### src/rtl/hh_sched_pkg.sv
// rtl/hh_sched_pkg.sv - shared types, default widths and index-width helper for the HH neuron scheduler
package hh_sched_pkg;

    typedef enum logic [1:0] {
        IDLE = 2'd0,
        REQ  = 2'd1,
        GAP  = 2'd2
    } sched_state_t;

    localparam int CTX_W_DEF  = 32;
    localparam int STIM_W_DEF = 8;

    // Neuron index width; never narrower than one bit.
    function automatic int idx_w(input int n);
        return (n > 2) ? $clog2(n) : 1;
    endfunction

endpackage

### src/rtl/hh_spike_fifo.sv
// rtl/hh_spike_fifo.sv - first-word fall-through spike ID FIFO with sticky drop flag
module hh_spike_fifo #(
    parameter int DEPTH = 4,
    parameter int W     = 2
) (
    input  logic         clk,
    input  logic         rst_n,
    input  logic         push,
    input  logic [W-1:0] push_data,
    input  logic         pop,
    output logic         valid,
    output logic [W-1:0] head,
    output logic         ovf
);

    localparam int          AW       = (DEPTH > 1) ? $clog2(DEPTH) : 1;
    localparam logic [AW:0] FULL_CNT = (AW + 1)'(DEPTH);

    logic [W-1:0]  mem [DEPTH];
    logic [AW-1:0] rd_ptr;
    logic [AW-1:0] wr_ptr;
    logic [AW:0]   count;
    logic          do_pop;
    logic          do_push;

    // A pop in the same cycle frees the slot, so a push into a full FIFO still lands.
    assign do_pop  = pop && (count != '0);
    assign do_push = push && ((count != FULL_CNT) || do_pop);

    assign valid = (count != '0);
    assign head  = mem[rd_ptr];

    always_ff @(posedge clk or negedge rst_n) begin
        if (!rst_n) begin
            rd_ptr <= '0;
            wr_ptr <= '0;
            count  <= '0;
            ovf    <= 1'b0;
        end else begin
            if (do_push) wr_ptr <= wr_ptr + 1'b1;
            if (do_pop)  rd_ptr <= rd_ptr + 1'b1;
            if (do_push && !do_pop)      count <= count + 1'b1;
            else if (do_pop && !do_push) count <= count - 1'b1;
            if (push && !do_push) ovf <= 1'b1;
        end
    end

    always_ff @(posedge clk) begin
        if (do_push) mem[wr_ptr] <= push_data;
    end

endmodule

### src/rtl/hh_neuron_scheduler.sv
// rtl/hh_neuron_scheduler.sv - sweeps N virtual neurons through one HH engine per timestep tick
module hh_neuron_scheduler
    import hh_sched_pkg::*;
#(
    parameter int               N_NEURONS  = 4,
    parameter int               CTX_W      = CTX_W_DEF,
    parameter int               STIM_W     = STIM_W_DEF,
    parameter logic [CTX_W-1:0] CTX_RESET  = '0,
    parameter int               FIFO_DEPTH = 4,
    localparam int              IW         = idx_w(N_NEURONS)
) (
    input  logic              clk,
    input  logic              rst_n,
    input  logic              tick,
    input  logic              cfg_we,
    input  logic [IW-1:0]     cfg_addr,
    input  logic [STIM_W-1:0] cfg_data,
    output logic              eng_req,
    output logic [IW-1:0]     eng_id,
    output logic [CTX_W-1:0]  eng_ctx,
    output logic [STIM_W-1:0] eng_stim,
    input  logic              eng_ack,
    input  logic [CTX_W-1:0]  eng_ctx_nxt,
    input  logic              eng_spike,
    output logic              spk_valid,
    output logic [IW-1:0]     spk_id,
    input  logic              spk_pop,
    output logic              busy,
    output logic              sweep_done,
    output logic              tick_ovf,
    output logic              spk_ovf
);

    localparam logic [IW-1:0] LAST_IDX = IW'(N_NEURONS - 1);

    sched_state_t      state;
    sched_state_t      state_nxt;
    logic [IW-1:0]     idx;
    logic [IW-1:0]     idx_inc;
    logic [CTX_W-1:0]  ctx  [N_NEURONS];
    logic [STIM_W-1:0] stim [N_NEURONS];
    logic              start;
    logic              advance;
    logic              take_ack;
    logic              last;

    assign last       = (idx == LAST_IDX);
    assign idx_inc    = idx + 1'b1;
    assign eng_id     = idx;
    assign sweep_done = (state == GAP) && last;

    always_comb begin
        state_nxt = state;
        start     = 1'b0;
        advance   = 1'b0;
        take_ack  = 1'b0;
        case (state)
            IDLE: begin
                if (tick) begin
                    start     = 1'b1;
                    state_nxt = REQ;
                end
            end
            REQ: begin
                if (eng_ack) begin
                    take_ack  = 1'b1;
                    state_nxt = GAP;
                end
            end
            GAP: begin
                if (last) begin
                    state_nxt = IDLE;
                end else begin
                    advance   = 1'b1;
                    state_nxt = REQ;
                end
            end
            default: state_nxt = IDLE;
        endcase
    end

    // Engine-facing outputs are snapshots, so stimulus writes mid-request never disturb them.
    always_ff @(posedge clk or negedge rst_n) begin
        if (!rst_n) begin
            state    <= IDLE;
            idx      <= '0;
            eng_req  <= 1'b0;
            busy     <= 1'b0;
            eng_ctx  <= CTX_RESET;
            eng_stim <= '0;
            tick_ovf <= 1'b0;
        end else begin
            state   <= state_nxt;
            eng_req <= (state_nxt == REQ);
            busy    <= (state_nxt != IDLE);
            if (tick && (state != IDLE)) tick_ovf <= 1'b1;
            if (start) begin
                idx      <= '0;
                eng_ctx  <= ctx[0];
                eng_stim <= stim[0];
            end else if (advance) begin
                idx      <= idx_inc;
                eng_ctx  <= ctx[idx_inc];
                eng_stim <= stim[idx_inc];
            end
        end
    end

    always_ff @(posedge clk or negedge rst_n) begin
        if (!rst_n) begin
            for (int i = 0; i < N_NEURONS; i++) begin
                ctx[i]  <= CTX_RESET;
                stim[i] <= '0;
            end
        end else begin
            if (take_ack) ctx[idx] <= eng_ctx_nxt;
            if (cfg_we && (int'(cfg_addr) < N_NEURONS)) stim[cfg_addr] <= cfg_data;
        end
    end

    hh_spike_fifo #(
        .DEPTH (FIFO_DEPTH),
        .W     (IW)
    ) u_spike_fifo (
        .clk       (clk),
        .rst_n     (rst_n),
        .push      (take_ack && eng_spike),
        .push_data (idx),
        .pop       (spk_pop),
        .valid     (spk_valid),
        .head      (spk_id),
        .ovf       (spk_ovf)
    );

endmodule

### config.mk
export PLATFORM = sky130hd
export DESIGN_NAME = hh_neuron_scheduler
export DESIGN_NICKNAME = d
export VERILOG_FILES = /design/src/rtl/hh_sched_pkg.sv /design/src/rtl/hh_spike_fifo.sv /design/src/rtl/hh_neuron_scheduler.sv
export SDC_FILE = /design/constraint.sdc
export NUM_CORES = 1
export LEC_CHECK = 0
export ABC_AREA = 0
export CORE_ASPECT_RATIO = 0.6
export CORE_MARGIN = 3
export CORE_UTILIZATION = 50
export CTS_BUF_LIST = sky130_fd_sc_hd__clkbuf_2 sky130_fd_sc_hd__clkbuf_4 sky130_fd_sc_hd__clkbuf_8
export CTS_CLUSTER_DIAMETER = 200
export DETAILED_ROUTE_END_ITERATION = 12
export GPL_ROUTABILITY_DRIVEN = 0
export HOLD_SLACK_MARGIN = 0.06
export PLACE_DENSITY = 0.78
export RECOVER_POWER = 50
export SKIP_LAST_GASP = 1
export SLEW_MARGIN = 30
export SYNTH_ARGS = -nofsm -noshare
export SYNTH_HDL_FRONTEND = slang
export SYNTH_SLANG_ARGS = --single-unit
### constraint.sdc
create_clock -name clk -period 5.2 [get_ports clk]
set_input_delay 0.52 -clock clk [delete_from_list [all_inputs] [get_ports clk]]
set_output_delay 0.52 -clock clk [all_outputs]
set_load 0.03 [all_outputs]
==> Word-level counts from Yosys, hierarchy flattened <==
Memory sizes are Yosys's and may differ from the RTL's.
Cells that the tools add are included.
{ "op_classes": {"shift": 0, "mul": 0, "magnitude_cmp": 5, "muxes": 32, "n_reduce_logical": 19, "n_bitwise": 3, "n_div": 0, "n_eq_ne": 5, "n_addsub": 5} }
{ "op_table": {"columns": ["op", "count"], "rows": [
  ["two-way mux 32 bit", 5],
  ["bitwise mux 128 bit", 1],
  ["binary-select mux 32 bit (select 2 bit)", 1],
  ["demux 32 bit (select 2 bit)", 1],
  ["two-way mux 8 bit", 5],
  ["bitwise mux 32 bit", 1],
  ["binary-select mux 8 bit (select 2 bit)", 1],
  ["demux 8 bit (select 2 bit)", 1],
  ["logical AND 1 bit", 10],
  [">= comparator 3 bit, second input constant", 3],
  ["two-way mux 1 bit", 9],
  ["NOT 2 -> 3 bit", 3],
  ["two-way mux 2 bit", 4],
  ["nonzero test 2 bit", 4],
  ["adder 2 x 1 -> 2 bit, second input constant", 3],
  ["less-than comparator 3 x 1 -> 1 bit, second input constant", 2],
  ["two-way mux 3 bit", 2],
  ["one-hot mux 2 bit (3 select lines)", 1],
  ["== test 2 x 1 -> 1 bit, second input constant", 2],
  ["== test 2 bit, second input constant", 2],
  ["adder 3 x 1 -> 3 bit, second input constant", 1],
  ["inequality test 3 bit, second input constant", 1],
  ["nonzero test 3 bit", 1],
  ["subtractor 3 x 1 -> 3 bit, second input constant", 1],
  ["3 further kinds", 4]
]} }
{ "totals": {"romBits": 0, "regBits": 215, "memories": 1, "word_cells": 89, "out_inout_bits": 50, "input_bits": 49, "ramBits": 8, "latch_bits": 0} }
{ "mem_list": {"columns": ["memory", "depth", "width", "rd", "rd_clocked_by_memory_dff", "wr", "line_no", "rtl"], "rows": [
  ["u_spike_fifo.mem", 4, 2, 1, 0, 1, "hh_spike_fifo.sv:19", "logic [W-1:0] mem [DEPTH];"]
]} }

==> Logic depth before layout (Yosys ltp) <==
Gate-level depths: netlist of run 1.
{ "depth": {"depth_word": 8, "mapped_depth": 10, "ltp_nobuf": 8} }

==> Cells and area by module <==
A second synthesis of run 1 with hierarchy kept.
{ "hier_totals": {"hier_cells": 745, "hier_area_um2": 10119.7} }
{ "modules_own_cells": {"columns": ["mod", "area_per_inst_um2", "cells_each", "n_inst"], "rows": [
  ["hh_neuron_scheduler", 9369.0, 698, 1],
  ["hh_spike_fifo", 750.7, 47, 1]
]} }

==> Worst setup path before layout of run 1 <==
Ideal clock, no wire load.
{ "synth_path": {"path_kind": "in2reg", "startpoint": "input spk_pop", "endpoint": "register u_spike_fifo.count[1]", "t_required_ns": 5.075, "path_slack_ns": 2.848, "path_stages": 7, "path_buffers": 1, "arrival_time_ns": 2.227, "cell_sequence": "or4b_1 -> and3_4 -> buf_6 -> ha_1 -> inv_1 -> fa_1 -> mux2_2"} }
{ "synth_between": {"elab_chain_len": 6, "word_cells_on_any_way": 9, "cone_classes": "mux: 1; reduce/logical: 8"} }
{ "synth_lines": {"columns": ["item", "line_no", "rtl"], "rows": [
  ["from (decl)", "hh_neuron_scheduler.sv:27", "input logic spk_pop,"],
  ["logical AND 1 bit *", "hh_spike_fifo.sv:27", "assign do_pop = pop && (count != '0);"],
  ["logical OR 1 bit *", "hh_spike_fifo.sv:28", "assign do_push = push && ((count != FULL_CNT) || do_pop);"],
  ["logical AND 1 bit *", "hh_spike_fifo.sv:28", null],
  ["via u_spike_fifo.do_push", "hh_spike_fifo.sv:24", "logic do_push;"],
  ["logical NOT 1 bit", "hh_spike_fifo.sv:43", "else if (do_pop && !do_push) count <= count - 1'b1;"],
  ["logical AND 1 bit", "hh_spike_fifo.sv:43", null],
  ["nonzero test 2 bit (no source line)", null, null],
  ["to (signal assigned)", "hh_spike_fifo.sv:42", "if (do_push && !do_pop) count <= count + 1'b1;"],
  ["to (signal assigned)", "hh_spike_fifo.sv:43", null],
  ["to (decl)", "hh_spike_fifo.sv:22", "logic [AW:0] count;"]
]} }
Mark *: on every way through the listed nets, which the timed path passes. The rest lies on a longest branch.
A chain may end at the register's enable or synchronous reset.

==> results summary, run 1 <==
The run finished, with violations left. The checks that failed: capacitance limit, slew limit. After detailed routing, the average wire length per cell comes to 20.9 um. The clock tree synthesis step divided the H-tree into 2 levels. The area fraction of the dominant cell type after synthesis came out at 53.3%. Across the routed clock network, the largest skew measured is 0.0216 ns. The static power due to leakage came out at 0.00509 uW.

For hold timing, the worst endpoint is tick_ovf. The total number of clock tree sinks is 223. The total half-perimeter wirelength after legalization and detailed placement is 13900 um.

The critical path in this run is classified as input port to asynchronous set/reset pin. The critical path endpoint category is an asynchronous set/reset pin. The critical path goes through dlygate4sd3_1 -> clkbuf_1 -> buf_12.

The power per cell area came out at 648 mW/mm^2. The number of cells on the worst hold path came out at 1. The final setup violation count came out at 0. The global-route total usage across every layer is 21.9%.

The TritonCTS clock tree is done. The transition time at the pin with the least slew margin is 3.18 ns. The worst pin sits at a relative slew slack of -112%. After the last flow step, the layout net total stands at 896. Measured in cells, the most critical reg-to-reg path has a length of 6.

The number of iterations in the first detailed-routing pass came out at 5. The number of buffers inserted by hold repair at cts is 1. The mean area per synthesized cell is 13.6 um^2. The clock transition time at the flip-flop clock pins of the worst setup and hold paths is 0.06 ns. After global routing the overflow that remains totals 0. The number of post-CTS setup repair buffers came out at 0. The row count came out at 39. The largest fanout of any net on the critical path is 160. The critical register-to-register path startpoint is eng_id[0]. The number of warnings printed during yosys synthesis is 0. The violation count after the first detailed-routing iteration came out at 637. The detail-routed via count per cell came out at 5.88. Setup repair after global routing left no endpoint under its margin.

The slowest library cell on the worst path is clkbuf_1. Overall power consumption after layout is estimated at 7770 uW. STA puts the critical path data arrival time at 4.08 ns.

In this design, the largest share of critical-path delay is due to buffers and inverters. The number of buffer cells added on primary ports is 98. The number of global-route vias before repair came to 6834. The area growth from synthesis to layout is 18.9%. The maximum number of pins on one net before global-route repair came out at 161. For the worst setup path, the data required time is 5.71 ns. STA classifies the critical path startpoint as an input port. The number of maximum-capacitance violations came out at 1. The total wire length after detailed routing is 23500 um.

The reg-to-reg endpoint is eng_stim[2]. The number of buffers created by CTS is 34. The tree is rooted in a clkbuf_8.

Of all cell types, the one taking the most synthesized area is dfrtp_1. The number of buffers on the longest clock path is 3. The count of pins on the block boundary is 99. Leaving out fill and tap cells, the most frequent cell in the layout is dfrtp_1. Sorting the synthesized cells by area gives the leading types as dfrtp_1 53%, mux2_2 14%, mux2_1 13%, a32oi_1 3.5%, a22oi_1 3.1%. The total nets after synthesis came out at 802. The die height came out at 116 um. The post-route netlist has 23.0% of its cells at a drive strength greater than 1. The wire length of the first global-routing pass came out at 38100 um. The aggregate negative setup slack came out at 0 ns. The flop-to-flop setup slack came out at 2.31 ns. The number of diodes added for antenna fixing is 0.

The number of endpoints with negative hold slack in the final report was 0. In this run the most critical hold path is launched from tick_ovf. The number of nets with antenna violations after detailed routing came out at 0.

After synthesis, flip-flops and latches occupy 55.7% of the total area. The quantity of gates resized following cts is 0. The synthesized instance count came out at 743. The total of flip-flops plus latches after synthesis came out at 223. The core region is 0.0194 mm^2. The full die area came out at 0.0220 mm^2. The top cell types in the final layout, fill and taps aside, are 215 x dfrtp_1, 121 x mux2_2, 120 x mux2_1. The number of remaining DRC errors came out at 0. The highest clock rate is 280 MHz.

The starting density of the core is 52.0%. The peak per-stage delay on the critical path is 2.24 ns. The via total after detailed routing came out at 6593. The number of max-slew violations in the final report is 56.

The smallest clock period supported by the final layout is computed as 3.57 ns. Clock latency on the worst-skew pair, taken at its later pin, is 0.51 ns. The synthesized netlist occupies a cell area of 0.0101 mm^2. The die is 189 um wide. The path class of the tightest hold or removal check is register to register. The part of the cycle the worst path needs is 68.6%. The maximum VDD drop is 0.400 mV.

The synthesized netlist contains 39 unique library cells. The number of buffers and inverters on the critical path is 3. The initial antenna violation count came out at 0.
## logic make-up (layout without fill, tap and decap cells)
group	Yosys count	count (layout)	share of synthesized area, %
adders and majority gates	10	10	1.31
AOI/OAI and AO/OA	91	91	7.14
xor gates and xnor gates	6	6	0.521
DFF	223	223	55.7
buffers and inverters	57	169	2.41
and+or+nand+nor	112	112	5.43
muxes	244	244	27.5
## how the worst max path moves through the flow
stage               slack, ns  cells past startpoint       from                    end
finish                   1.63                      3      rst_n                ctx[90]
global route             1.08                      3      rst_n                ctx[55]
CTS                      2.02                      3  eng_id[0]             sweep_done
detailed placement       2.26                      9    eng_ack  u_spike_fifo.count[2]
global placement         2.40                      9    eng_ack  u_spike_fifo.count[2]
floorplan                2.85                      7    spk_pop  u_spike_fifo.count[1]
## per-layer routing
layer | up-vias | GRT usage [%] | part of all wire (%)
met1 | 3368 | 33.1 | 49
met3 | 39 | 4.99 | 7.0
met5 | - | 0 | 0
met4 | 0 | 4.77 | 1.4
met2 | 233 | 32.5 | 43
li1 | 2953 | - | -
## per-stage QoR
step / area [um^2] / hold WS [ns] / utilization [%] / worst slack [ns] / std cells
3_5_place_dp: 11300 / 0.454 / 58.4 / 2.26 / 1066
5_1_grt: 12000 / 0.499 / 61.8 / 1.08 / 1121
6_report: 12000 / 0.471 / 61.8 / 1.63 / 1121
3_3_place_gp: 11300 / 0.450 / 58.3 / 2.40 / 1066
2_1_floorplan: 10100 / 0.224 / - / 2.85 / 743
4_1_cts: 12000 / 0.469 / 61.8 / 2.02 / 1121
## registers in the layout, indices dropped and copies added (netlist names), 3 cells and up
register            cells
ctx                   128
eng_ctx                32
eng_stim                8
stim                   32
u_spike_fifo.count      3
u_spike_fifo.mem        8
## synthesized netlist by cell type
library cell,n
or4b_1,1
or3_1,1
mux2_1,120
o21bai_1,1
or2_2,1
nand2_1,46
mux2_2,121
and3_4,1
nor4bb_1,1
clkbuf_1,28
mux2_4,1
xnor2_1,4
inv_1,7
a21oi_1,1
edfxtp_1,8
xor2_1,2
a32oi_1,40
buf_6,1
nand3b_1,2
a22oi_1,41
o21ai_0,5
nand3_1,42
and2_1,5
ha_1,9
and3b_1,1
fa_1,1
nor3b_2,1
nand2b_1,2
a21o_1,1
nor4b_1,1
and3_1,1
dfrtp_1,215
nor2_1,4
buf_1,4
o32ai_1,2
nor2b_1,1
nor3_1,1
buf_2,17
mux4_2,2
## area by class of cell
| cell class | instances | area, um^2 |
|---|---|---|
| flip-flops and latches | 223 | 5620 |
| clock inverters | 6 | 38.8 |
| repair buffers | 108 | 1060 |
| clock buffers | 48 | 617 |
| fillers | 1539 | 7420 |
| well taps | 266 | 333 |
| multi-input cells | 463 | 4300 |
| inverters | 7 | 26.3 |
## power breakdown
group | switching [uW] | total [uW] | internal (uW)
combinational | 1620 | 3280 | 1660
clock | 653 | 1420 | 762
sequential | 550 | 3070 | 2520
Note: power is estimated with default switching activity, not from simulation.
==> inputs of run 2 (changes only) <==
==> constraint.sdc (replaced) <==
create_clock -name clk -period 3.4 [get_ports clk]
set_input_delay 0.34 -clock clk [delete_from_list [all_inputs] [get_ports clk]]
set_output_delay 0.34 -clock clk [all_outputs]
set_load 0.03 [all_outputs]
==> results summary, run 2 (synthesized netlist as in run 1, its figures left out) <==
In the final layout, the registers with the most flip-flops are ctx (128), eng_ctx (32), stim (32). The largest fanout of any net on the critical path came out at 13 (-92%). The path class of the lowest-slack min-delay path is input port to register. The design area was 0.0121 mm^2 (+0.63%).

The total number of clock tree sinks was 223 (unchanged). The maximum VDD drop is 0.484 mV (+21%). The number of diodes added for antenna fixing was 0 (unchanged).

The switching share of power is 36.4% (about the same). The run finished, with violations left. The worst hold path begins at eng_spike.

The full die area came out at 0.0220 mm^2 (unchanged). The area added between synthesis and finish is 19.6%. The number of placed cells counting well taps is 1076 (+0.94%). The number of global-route vias before repair is 7067 (+3.4%). The highest clock rate came out at 329 MHz. The final non-filler cell total came out at 1131 (+0.89%). Leaving out fill and tap cells, the most frequent cells in the layout are 215 x dfrtp_1, 121 x mux2_2, 120 x mux2_1.

The type of the worst setup path is register to output pin. The net switching power came out at 4330 uW (+53%). The number of post-CTS setup repair buffers came out at 0 (unchanged). The total half-perimeter wirelength after legalization and detailed placement is 14600 um (+4.6%). The part of the total power dissipated in combinational logic came out at 43.0% (+0.8 points). The number of iterations in the first detailed-routing pass is 5 (unchanged). The core box area was 0.0194 mm^2 (unchanged). The total wire length after detailed routing came out at 23700 um (+0.95%). The number of buffer cells added on primary ports came out at 98 (unchanged). The clock transition time at the flip-flop clock pins of the worst setup and hold paths came to 0.07 ns (about the same).

The final setup slack of the worst path is 0.359 ns (-1.27 ns). Setup repair after global routing left no endpoint under its margin. The number of flip-flops under the largest register name is 128 (unchanged). The pre-CTS worst setup slack came to 0.707 ns (-1.56 ns).

TritonCTS built the clock tree. The clock skew after layout is 0.00837 ns (-0.0133 ns). The worst path uses 89.4% of the clock period. The number of buffers on the longest clock path came out at 3 (unchanged).

The slowest stage of the critical path belongs to the cell clkdlybuf4s50_1. The power per cell area is 987 mW/mm^2 (+52%). The transition time at the pin with the least slew margin is 2.24 ns (-0.938 ns).

The total global routing overflow is 0 (unchanged). The share of layout cells above drive strength 1 came out at 24.2% (+1.1 points). The number of H-tree levels is 1 (-1). The detail-routed net length per standard cell came out at 21.0 um (about the same). The flop-to-flop setup slack is 0.85 ns (-1.46 ns). The number of maximum-capacitance violations is 2 (+1).

The wire length of the first global-routing pass came out at 38600 um (+1.2%). The number of cells on the worst hold path came out at 3 (+2). The tightest slew margin relative to the limit is -49.3% (+63 points).

The number of buffers and inverters on the critical path came out at 1 (-2). The quantity of gates resized following cts came out at 0 (unchanged). The via total after detailed routing came out at 6626 (+0.50%). The number of remaining DRC errors was 0 (unchanged). The sequential group share of total power came to 39.2% (-0.3 points). The violation count after the first detailed-routing iteration came to 386 (-39%).

The worst setup path is captured at an output pin. The reg-to-reg endpoint is eng_ctx[1]. The die height came to 116 um (unchanged).

The worst hold margin came out at 0.392 ns (-0.0789 ns). The standard cell area after detailed placement is 0.0114 mm^2 (+0.90%). The count of pins on the block boundary is 99 (unchanged). The root buffer cell is clkbuf_8. The signal on the critical path passes through ha_1 -> and3_1 -> clkdlybuf4s50_1. The final setup violation count is 0 (unchanged). The final layout net count came out at 903 (+0.78%). The category of the worst setup path launch point is a register. The starting density of the core came out at 52.0% (unchanged). The clock latency of the later-clocked register in the worst-skew pair is 0.58 ns (+0.07 ns). The x dimension of the die is 189 um (unchanged).

The initial antenna violation count is 0 (unchanged). The number of buffers inserted by hold repair at cts is 1 (unchanged). The number of buffers created by CTS came out at 31 (-8.8%). The static power due to leakage came out at 0.00511 uW (+0.35%). The required time reported for the critical path endpoint was 3.06 ns (-2.65 ns). The depth of the most critical reg-to-reg path came out at 6 (unchanged). The data arrival time of the critical path came out at 2.70 ns (-1.38 ns).

The number of nets with antenna violations after detailed routing is 0 (unchanged). The detail-routed via count per cell was 5.86 (-0.39%). The maximum number of pins on one net before global-route repair was 90 (-44%). The global-route total usage across every layer came out at 22.1% (+0.19 points). The row count came out at 39 (unchanged). Among cell families on the critical path, the largest total delay comes from buffers and inverters.

The clock group share of total power came out at 17.8% (-0.4 points). The worst hold path terminates at u_spike_fifo.ovf. The internal power summed over all cells came out at 7580 uW (+53%).

The worst register-to-register path begins at eng_id[0]. The peak per-stage delay on the critical path came out at 0.68 ns (-1.56 ns). The number of max-slew violations in the final report came out at 98 (+75%). Counting flops per register, the top entry is ctx. The number of endpoints with negative hold slack in the final report came out at 0 (unchanged). The leading cell type in the layout, fill and taps excluded is dfrtp_1. The checks that failed: capacitance limit, slew limit. The worst path in the final design needs a cycle of 3.04 ns, including I/O delays and setup. The aggregate negative setup slack is 0 ns (unchanged).
-- run 2: cell type report --
| cell class | count | area, um^2 |
|---|---|---|
| Inverter | 7 | 26.3 |
| Timing Repair Buffer | 118 | 1180 |
| Fill cell | 1479 | 7350 |
| Multi-Input combinational cell | 463 | 4280 |
| Tap cell | 266 | 333 |
| Clock inverter | 7 | 37.5 |
| Clock buffer | 47 | 597 |
| Sequential cell | 223 | 5620 |
-- run 2: worst max path at each step --
| stage | start | end | depth (start not counted) |
|---|---|---|---|
| finish | eng_id[0] | sweep_done | 3 |
| floorplan | u_spike_fifo.count[0] | u_spike_fifo.count[1] | 7 |
| detailed placement | spk_pop | u_spike_fifo.count[1] | 7 |
| CTS | eng_id[0] | sweep_done | 3 |
| global placement | spk_pop | u_spike_fifo.count[1] | 7 |
| global route | rst_n | ctx[5] | 3 |
-- run 2: layer usage --
metal | global-route usage, % | up-vias | part of all wire [%] | wire length [um]
met5 | 0 | - | 0 | 0
met4 | 4.58 | 0 | 1.2 | 277
met3 | 4.44 | 31 | 6.5 | 1540
met2 | 35.4 | 215 | 45 | 10700
met1 | 31.7 | 3415 | 47 | 11200
li1 | - | 2965 | - | -
-- run 2: worst reg2reg max path, delay by kind of cell, from the launching register on --
kind,cells,cell delay (ns)
buffers and inverters,2,0.54
DFF,1,0.62
adders and majority gates,1,0.63
AOI/OAI and AO/OA,1,0.17
and+or+nand+nor,1,0.10
muxes,1,0.37
-- run 2: power by group through the flow --
stage          Sequential, uW  Combinational (uW)  Clock [uW]
6_report                 4670                5120        2120
5_1_grt                  4820                5510        2280
4_1_cts                  4660                5150        2160
2_1_floorplan            4960                3100           0
3_3_place_gp             4650                4990           0
3_5_place_dp             4690                5120           0
-- run 2: stage by stage --
step / util (%) / power [uW]
after global routing: 62.2 / 12600
final: 62.2 / 11900
after global placement: 58.9 / 9640
after floorplan: - / 8060
after CTS: 62.2 / 12000
after detailed placement: 58.9 / 9810
==> inputs of run 3 (changes only) <==
==> constraint.sdc (replaced) <==
create_clock -name clk -period 3.95 [get_ports clk]
set_input_delay 0.395 -clock clk [delete_from_list [all_inputs] [get_ports clk]]
set_output_delay 0.395 -clock clk [all_outputs]
set_load 0.03 [all_outputs]
==> results summary, run 3 (synthesized netlist as in run 1, its figures left out) <==
The violation count after the first detailed-routing iteration is 527 (+37%). The power per cell area is 856 mW/mm^2 (-13%). The total wire length after detailed routing is 23700 um (about the same).

The number of fill cells in the layout came to 1548 (+4.7%). Walking the worst path, the cells encountered are ha_1 -> and3_1 -> clkdlybuf4s50_1. Setup repair after global routing left no endpoint under its margin. The TritonCTS clock tree is done. The total global routing overflow came out at 0 (unchanged). The area of combinational cells with multiple inputs is 0.00431 mm^2 (+0.58%). The required time reported for the critical path endpoint is 3.56 ns (+0.50 ns). The sum of routed wire segments on met1 is 11400 um (+1.2%). Derived from the worst setup path, the maximum achievable clock frequency is 327 MHz.

The full die area came out at 0.0220 mm^2 (unchanged). The flow ran to the end, but the final reports show violations. The number of buffers created by CTS is 34 (+9.7%). The minimum period implied by the final worst setup slack is 3.06 ns.

The clock latency of the later-clocked register in the worst-skew pair came out at 0.51 ns (-0.07 ns). The starting density of the core is 52.0% (unchanged). The clock transition time at the flip-flop clock pins of the worst setup and hold paths came out at 0.07 ns (about the same).

The root buffer cell is clkbuf_8. The post-route core utilization is 62.4% (+0.25 points). The number of global-route vias before repair came to 6882 (-2.6%). The total half-perimeter wirelength after legalization and detailed placement came out at 14100 um (-2.9%). The x dimension of the die came out at 189 um (unchanged). The number of placed cells counting well taps is 1070 (-0.56%). The row count is 39 (unchanged). The checks that failed: capacitance limit, slew limit. The number of endpoints with negative hold slack in the final report came out at 0 (unchanged).

The part of the cycle the worst path needs came out at 77.3%. The maximum number of pins on one net before global-route repair was 118 (+31%). The number of nets with antenna violations after detailed routing was 0 (unchanged). The data arrival time of the critical path is 2.66 ns (-0.04 ns).

In this run the worst hold path is classified as register to register. The static power due to leakage is 0.00516 uW (+1.0%). The total number of clock tree sinks is 223 (unchanged). The leading cell type in the layout, fill and taps excluded is dfrtp_1.

The final layout net count is 901 (-0.22%). The final non-filler cell total is 1132 (+0.088%). On the critical path the largest part of the delay comes from buffers and inverters.

The final setup violation count is 0 (unchanged). The number of max-slew violations in the final report is 30 (-69%). The number of flip-flops under the largest register name came out at 128 (unchanged). The standard cell area after detailed placement is 0.0114 mm^2 (-0.57%).

STA classifies the critical path startpoint as a register. The via total after detailed routing is 6723 (+1.5%). The initial antenna violation count is 0 (unchanged). The number of H-tree levels is 2 (+1). The global-route total usage across every layer was 21.9% (-0.11 points).

The largest registers in the layout are ctx (128), eng_ctx (32), stim (32). The routed wire length on met2 is 10400 um (-2.5%). The type of the worst setup path is register to output pin. The detail-routed net length per standard cell is 20.9 um (-0.17%). The tightest slew margin relative to the limit is -28.0% (+21 points). For this design, the slowest cell found on the critical path is clkdlybuf4s50_1. More flip-flops sit in one register than any other, and that register is ctx. The number of diodes added for antenna fixing is 0 (unchanged). The aggregate negative setup slack is 0 ns (unchanged).

The wire length of the first global-routing pass came out at 38600 um (-0.11%). The clock skew after layout is 0.0134 ns (+0.00502 ns). The largest fanout of any net on the critical path is 13 (unchanged). The area added between synthesis and finish came out at 20.1%. The highest routed metal layer is met4.

The amount of wire on met3 after detailed routing came to 1630 um (+5.8%). The number of buffers on the longest clock path is 3 (unchanged). The die height came out at 116 um (unchanged).

The peak per-stage delay on the critical path was 0.67 ns (about the same). The number of remaining DRC errors is 0 (unchanged). The count of pins on the block boundary is 99 (unchanged).

The top cell types in the final layout, fill and taps aside, are 215 x dfrtp_1, 121 x mux2_2, 120 x mux2_1. The detail-routed via count per cell came out at 5.94 (+1.4%). The number of buffer cells added on primary ports came out at 98 (unchanged). The footprint of the flip-flops and latches is 0.00562 mm^2 (unchanged). The number of buffers and inverters on the critical path is 1 (unchanged).

The core box area is 0.0194 mm^2 (unchanged). The transition time at the pin with the least slew margin came to 1.92 ns (-0.319 ns). The design area is 0.0121 mm^2 (+0.40%). The maximum VDD drop is 0.494 mV (+2.1%).

The share of layout cells above drive strength 1 is 24.0% (-0.14 points). The quantity of gates resized following cts came to 0 (unchanged). The critical path endpoint category is an output pin.

The number of iterations in the first detailed-routing pass is 5 (unchanged). The number of maximum-capacitance violations is 1 (-1).
run 3: area by class of cell:
cell class	count	area share (%)
timing repair buffer	113	9.31
inverter	7	0.217
clock buffer	55	5.63
clock inverter	5	0.196
multi-input combinational	463	35.5
tap	266	2.75
sequential	223	46.4
run 3: where the power goes:
group / switching, uW / leakage, uW / internal [uW] / total (uW)
clock: 883 / 0.000382 / 1090 / 1970
sequential: 720 / 0.00268 / 3320 / 4040
combinational: 2140 / 0.00209 / 2210 / 4360
total: 3750 / 0.00516 / 6630 / 10400
run 3: per-layer routing:
metal  vias up  track usage (%)
met5         -                0
met4         0             4.82
met3        34             4.44
met2       232             32.8
met1      3487             33.4
li1       2970                -
run 3: repair_timing:
item,4_1_cts,5_1_grt
hold buffers,1,0
buffers inserted,0,0
endpoints found under the hold margin,12,0
run 3: worst paths after layout:
check	startpoint	end	slack, ns	depth (start not counted)
worst max-delay path	eng_id[0]	sweep_done	0.89	3
worst min-delay path	tick_ovf	tick_ovf	0.47	1
worst max register to register	state[0]	u_spike_fifo.count[2]	1.23	8
worst min register to register	tick_ovf	tick_ovf	0.47	1
max in group asynchronous	rst_n	u_spike_fifo.count[2]	1.06	3
min in group asynchronous	rst_n	ctx[2]	0.97	2
run 3: metrics by stage:
step | setup slack, ns | hold WS, ns | power (uW)
after floorplan | 1.66 | 0.0994 | 6940
after global placement | 1.30 | 0.456 | 8250
after detailed placement | 1.25 | 0.453 | 8380
after CTS | 0.853 | 0.471 | 10400
after global routing | 0.607 | 0.501 | 11000
final | 0.895 | 0.467 | 10400
run 3: worst reg2reg max path: stages (launching register included):
cell	delay [ns]
dfrtp_1	0.64
and3b_1	0.59
and3_4	0.34
ha_1	0.19
inv_1	0.06
fa_1	0.38
xor2_1	0.15
nor2_1	0.12
xor2_1	0.16
